File: config.mk
export PLATFORM = sky130hd
export DESIGN_NAME = score_display
export DESIGN_NICKNAME = d
export VERILOG_FILES = /design/src/rtl/score_display.sv
export SDC_FILE = /design/constraint.sdc
export NUM_CORES = 1
export LEC_CHECK = 0
export ABC_CLOCK_PERIOD_IN_PS = 3400
export CORE_UTILIZATION = 57
export CTS_CLUSTER_DIAMETER = 120
export DETAILED_ROUTE_END_ITERATION = 12
export PLACE_DENSITY = 0.81
export SKIP_CTS_REPAIR_TIMING = 1
export SYNTH_ARGS = -nofsm -noshare
export SYNTH_HDL_FRONTEND = slang
export SYNTH_SLANG_ARGS = --single-unit
File: constraint.sdc
create_clock -name clk -period 3.4 [get_ports clk]
set_clock_uncertainty 0.2 [all_clocks]
set_input_delay 0.68 -clock clk [delete_from_list [all_inputs] [get_ports clk]]
set_output_delay 0.68 -clock clk [all_outputs]
set_load 0.1 [all_outputs]
File: src/rtl/score_display.sv
// Score readout: binary score -> 5-digit BCD (sequential double-dabble), then
// time-multiplexed onto a 5-digit seven-segment display with leading-zero blanking.
module score_display #(
    parameter logic [15:0] SCAN_DIV       = 16'd50000,
    parameter bit          SEG_ACTIVE_LOW = 1'b1
) (
    input  logic        clk,
    input  logic        rst,
    input  logic [15:0] score,
    input  logic [1:0]  current_state,
    output logic [19:0] bcd,
    output logic        bcd_valid,
    output logic [4:0]  an,
    output logic [6:0]  seg
);

    localparam logic [4:0] AN_OFF  = SEG_ACTIVE_LOW ? 5'h1f : 5'h00;
    localparam logic [6:0] SEG_OFF = SEG_ACTIVE_LOW ? 7'h7f : 7'h00;
    localparam logic [1:0] ST_IDLE = 2'd0;

    typedef enum logic [1:0] {
        CV_IDLE,
        CV_SHIFT,
        CV_COMMIT
    } cv_state_t;

    cv_state_t   cv_state_reg;
    logic [15:0] snap_reg;
    logic [15:0] shreg_reg;
    logic [19:0] work_reg;
    logic [19:0] work_adj;
    logic [4:0]  count_reg;
    logic        force_conv_reg;
    logic [19:0] bcd_reg;
    logic        bcd_valid_reg;

    logic [15:0] scan_cnt_reg;
    logic [2:0]  digit_idx_reg;
    logic [4:0]  an_reg;
    logic [6:0]  seg_reg;

    logic [2:0]  msd;
    logic [3:0]  cur_nib;
    logic        show;
    logic [4:0]  an_next;
    logic [6:0]  seg_next;

    // Add-3 correction of every BCD nibble before each shift.
    genvar gi;
    generate
        for (gi = 0; gi < 5; gi++) begin : g_adj
            assign work_adj[gi*4 +: 4] = (work_reg[gi*4 +: 4] >= 4'd5)
                                       ? work_reg[gi*4 +: 4] + 4'd3
                                       : work_reg[gi*4 +: 4];
        end
    endgenerate

    always_ff @(posedge clk) begin
        if (rst) begin
            cv_state_reg   <= CV_IDLE;
            snap_reg       <= 16'd0;
            shreg_reg      <= 16'd0;
            work_reg       <= 20'd0;
            count_reg      <= 5'd0;
            force_conv_reg <= 1'b1;
            bcd_reg        <= 20'd0;
            bcd_valid_reg  <= 1'b0;
        end else begin
            case (cv_state_reg)
                CV_IDLE: begin
                    if (force_conv_reg || (score != snap_reg)) begin
                        snap_reg       <= score;
                        shreg_reg      <= score;
                        work_reg       <= 20'd0;
                        count_reg      <= 5'd16;
                        force_conv_reg <= 1'b0;
                        cv_state_reg   <= CV_SHIFT;
                    end
                end
                CV_SHIFT: begin
                    work_reg  <= {work_adj[18:0], shreg_reg[15]};
                    shreg_reg <= {shreg_reg[14:0], 1'b0};
                    count_reg <= count_reg - 5'd1;
                    if (count_reg == 5'd1) begin
                        cv_state_reg <= CV_COMMIT;
                    end
                end
                CV_COMMIT: begin
                    bcd_reg       <= work_reg;
                    bcd_valid_reg <= 1'b1;
                    cv_state_reg  <= CV_IDLE;
                end
                default: cv_state_reg <= CV_IDLE;
            endcase
        end
    end

    always_ff @(posedge clk) begin
        if (rst) begin
            scan_cnt_reg  <= 16'd0;
            digit_idx_reg <= 3'd0;
        end else if (scan_cnt_reg == SCAN_DIV - 16'd1) begin
            scan_cnt_reg  <= 16'd0;
            digit_idx_reg <= (digit_idx_reg == 3'd4) ? 3'd0 : digit_idx_reg + 3'd1;
        end else begin
            scan_cnt_reg <= scan_cnt_reg + 16'd1;
        end
    end

    function automatic logic [6:0] seg7(input logic [3:0] d);
        case (d)
            4'd0:    seg7 = 7'h3f;
            4'd1:    seg7 = 7'h06;
            4'd2:    seg7 = 7'h5b;
            4'd3:    seg7 = 7'h4f;
            4'd4:    seg7 = 7'h66;
            4'd5:    seg7 = 7'h6d;
            4'd6:    seg7 = 7'h7d;
            4'd7:    seg7 = 7'h07;
            4'd8:    seg7 = 7'h7f;
            4'd9:    seg7 = 7'h6f;
            default: seg7 = 7'h00;
        endcase
    endfunction

    // Highest nonzero digit; digit 0 is always lit so a zero score reads "0".
    always_comb begin
        msd = 3'd0;
        for (int i = 1; i < 5; i++) begin
            if (bcd_reg[i*4 +: 4] != 4'd0) begin
                msd = 3'(i);
            end
        end
    end

    always_comb begin
        case (digit_idx_reg)
            3'd0:    cur_nib = bcd_reg[3:0];
            3'd1:    cur_nib = bcd_reg[7:4];
            3'd2:    cur_nib = bcd_reg[11:8];
            3'd3:    cur_nib = bcd_reg[15:12];
            3'd4:    cur_nib = bcd_reg[19:16];
            default: cur_nib = 4'hf;
        endcase
    end

    always_comb begin
        show     = bcd_valid_reg && (current_state != ST_IDLE) && (digit_idx_reg <= msd);
        an_next  = 5'd0;
        seg_next = 7'd0;
        if (show) begin
            an_next  = 5'b00001 << digit_idx_reg;
            seg_next = seg7(cur_nib);
        end
    end

    always_ff @(posedge clk) begin
        if (rst) begin
            an_reg  <= AN_OFF;
            seg_reg <= SEG_OFF;
        end else begin
            an_reg  <= an_next ^ AN_OFF;
            seg_reg <= seg_next ^ SEG_OFF;
        end
    end

    assign bcd       = bcd_reg;
    assign bcd_valid = bcd_valid_reg;
    assign an        = an_reg;
    assign seg       = seg_reg;

endmodule

==> results.sh <==
export IMPL_yosys_register_bits=112
export IMPL_fin_tns_setup_ps=0
export IMPL_root_buffer="clkbuf_8"
export IMPL_place_ws_ps=254
export IMPL_maxSlewViolCount=0
export IMPL_path_cells="inv_1, ha_1, a222oi_1, o21ai_0, a211oi_1, ha_1, inv_1, or2_2, nor2_1, o21ai_0"
export IMPL_hold_class="reg2reg"
export IMPL_finalSetupViolCount=0
export IMPL_cts_buffers=9
export IMPL_clk_pin_slew_worst_paths_ps=100
export IMPL_worst_slack_ps=524
export IMPL_via_per_inst=5.73
export IMPL_die_h_um=97.1
export IMPL_grt_max_degree=57
export IMPL_max_freq_mhz=348
export IMPL_drc=0
export IMPL_die_area_mm2=0.00943
export IMPL_syn_nets=626
export IMPL_drtAntennaViolNets=0
export IMPL_clkPwrFrac_pct=29.6
export IMPL_hold_viol_final=0
export IMPL_grt_pass1_vias=3878
export IMPL_final_nets=671
export IMPL_combPwrFrac_pct=16.0
export IMPL_grt_pass1_wl_um=18300
export IMPL_die_w_um=97.1
export IMPL_synthesis_area_mm2=0.00516
export IMPL_drive_gt1_share_pct=13.7
export IMPL_p_leak_nw=2.42
export IMPL_p_per_area_mw_per_mm2=463
export IMPL_slew_headroom_pct=52.3
export IMPL_p_switching_mw=0.764
export IMPL_finish_utilization_pct=67.1
export IMPL_routed_wl_um=11000
export IMPL_wire_per_inst_um=15.0
export IMPL_synth_edf_count=0
export IMPL_grt_util_all_layers_pct=23.4
export IMPL_hold_path_depth=1
export IMPL_io_buffers=52
export IMPL_crit_fanout=6
export IMPL_outcome="finished, final reports clean"
export IMPL_end_kind="flip-flop"
export IMPL_r2r_end="seg[4]$_SDFF_PP1_"
export IMPL_drt_iter0_drc=238
export IMPL_cts_path_max_buffers=2
export IMPL_cp_slowest_cell="a211oi_1"
export IMPL_tightestPinTransition_ps=716
export IMPL_area_growth_pct=13.5
export IMPL_ys_types=53
export IMPL_reg2reg_slack_ps=520
export IMPL_grt_antenna_before_repair=0
export IMPL_rr_startpoint="digit_idx_reg[0]$_SDFFE_PP0P_"
export IMPL_arrival_ps=2920
export IMPL_power_frac_seq_pct=54.4
export IMPL_min_period_ps=2880
export IMPL_rsz0062_at_grt="false"
export IMPL_synth_ff_type="dfxtp_1"
export IMPL_cts_max_level=3
export IMPL_fp_row_count=34
export IMPL_avgSynthCellArea_um2=8.89
export IMPL_start_util_pct=59.1
export IMPL_cts_tree="done"
export IMPL_async_flop_share_pct=0
export IMPL_reg2reg_depth=10
export IMPL_firstDrtPassIters=6
export IMPL_cpLargestDelayFamily="compound AO/OA/AOI/OAI gates"
export IMPL_cp_start_kind="flip-flop"
export IMPL_yosysSeqAreaShare_pct=43.5
export IMPL_core_area_mm2=0.00872
export IMPL_num_io_pins=53
export IMPL_cts_sinks=112
export IMPL_intPower_mw=1.95
export IMPL_vdd_ir_drop_max_v=0.000311
export IMPL_worstPathRequired_ps=3450
export IMPL_hold_path_end="shreg_reg[0]$_SDFFE_PP0P_"
export IMPL_grt_overflow_total=0
export IMPL_maxCapViolations=0
export IMPL_antennaDiodeCount=0
export IMPL_sw_frac_of_total_pct=28.2
export IMPL_cpPeakStageDelay_ps=500
export IMPL_yosys_warnings=0
export IMPL_vias=4231
export IMPL_syn_instance_count=580
export IMPL_clock_latency_ps=370
export IMPL_fin_crit_sh_pct=84.6
export IMPL_critical_path_buf_inv_count=2
export IMPL_gp_congestion=0.858
export IMPL_post_dp_hpwl_um=7730
export IMPL_hp_start="shreg_reg[0]$_SDFFE_PP0P_"
export IMPL_crit_type="reg2reg"
## cell families (layout without fill, tap and decap cells)
family,Yosys count,count (layout),share of synthesized area (%)
DFF,112,112,43.5
AOI/OAI and AO/OA,138,138,18.9
xor gates and xnor gates,37,37,6.28
and+or+nand+nor,211,211,19.5
muxes,6,6,1.16
buffers and inverters,50,100,4.42
adders and majority gates,26,26,6.31
## cell type report
class | instances | area (µm²)
Fill cell | 721 | 2870
Multi-Input combinational cell | 418 | 2690
Sequential cell | 112 | 2240
Timing Repair Buffer | 60 | 493
Clock buffer | 10 | 138
Tap cell | 108 | 135
Inverter | 24 | 90.1
Clock inverter | 6 | 67.6
## metal layers
layer	track usage, %	up-vias	routed length [µm]
li1	-	2106	-
met5	0	-	0
met2	38.5	82	5370
met3	3.96	9	389
met1	31.7	2034	5170
met4	6.77	0	110
## stage by stage
stage / area, µm² / hold WS, ps / std cells / power, mW
final: 5850 / 263 / 738 / 2.71
after floorplan: 5160 / 218 / 580 / 1.80
after global placement: 5650 / 225 / 722 / 1.92
after CTS: 5850 / 264 / 738 / 2.73
after detailed placement: 5650 / 238 / 722 / 1.93
after global routing: 5850 / 288 / 738 / 2.84
## cell usage after synthesis (all sizes together) (3+ instances only)
cell type / count / area share (%)
a22o: 9 / 1.7
nand4: 4 / 0.49
buf: 8 / 1.4
xor2: 23 / 3.9
a222oi: 4 / 0.78
ha: 26 / 6.3
dfxtp: 112 / 43
nand2b: 9 / 1.1
o21ai: 34 / 3.5
nor2b: 4 / 0.49
nand2: 100 / 7.3
a21o: 6 / 0.87
o32ai: 6 / 1.0
or3: 3 / 0.46
a211oi: 4 / 0.87
clkbuf: 18 / 1.3
a21oi: 46 / 4.5
a32o: 5 / 0.97
nand3: 9 / 0.97
inv: 24 / 1.7
a221o: 15 / 3.1
mux2i: 6 / 1.2
nor3: 7 / 0.68
xnor2: 14 / 2.4
and3: 21 / 2.5
nor2: 40 / 3.4
nor4: 5 / 0.85
or2: 3 / 0.36
## how the worst max path moves through the flow
stage	startpoint	endpoint	slack, ps	cells past startpoint
2_1_floorplan	bcd[8]$_SDFFE_PP0N_	seg[1]$_SDFF_PP1_	480	9
3_3_place_gp	score[12]	shreg_reg[4]$_SDFFE_PP0P_	300	7
3_5_place_dp	score[12]	shreg_reg[15]$_SDFFE_PP0P_	250	7
4_1_cts	digit_idx_reg[0]$_SDFFE_PP0P_	seg[4]$_SDFF_PP1_	540	10
5_1_grt	bcd[19]$_SDFFE_PP0N_	seg[1]$_SDFF_PP1_	280	9
6_report	digit_idx_reg[0]$_SDFFE_PP0P_	seg[4]$_SDFF_PP1_	520	10
## cell usage in the layout, fill, tap and decap left out, drive strengths merged, types with 3 or more instances in the layout
master           n
nor4             5
nor2            40
nand4            4
dfxtp          112
a22o             9
or3              3
nand3            9
clkbuf          10
mux2i            6
clkdlybuf4s50   18
nor3             7
nor2b            4
a21oi           46
a21o             6
a32o             5
o21ai           34
o32ai            6
ha              26
xor2            23
and3            21
nand2b           9
a222oi           4
nand2          100
or2              3
xnor2           14
a211oi           4
inv             25
a221o           15
buf             42
## power by group through the flow
stage / Clock, mW / Combinational, mW / Sequential (mW)
after floorplan: 0 / 0.308 / 1.49
after global placement: 0 / 0.420 / 1.50
after detailed placement: 0 / 0.433 / 1.50
after CTS: 0.822 / 0.434 / 1.47
after global routing: 0.871 / 0.482 / 1.48
final: 0.802 / 0.434 / 1.47
Power figures use the tool's default switching activity.
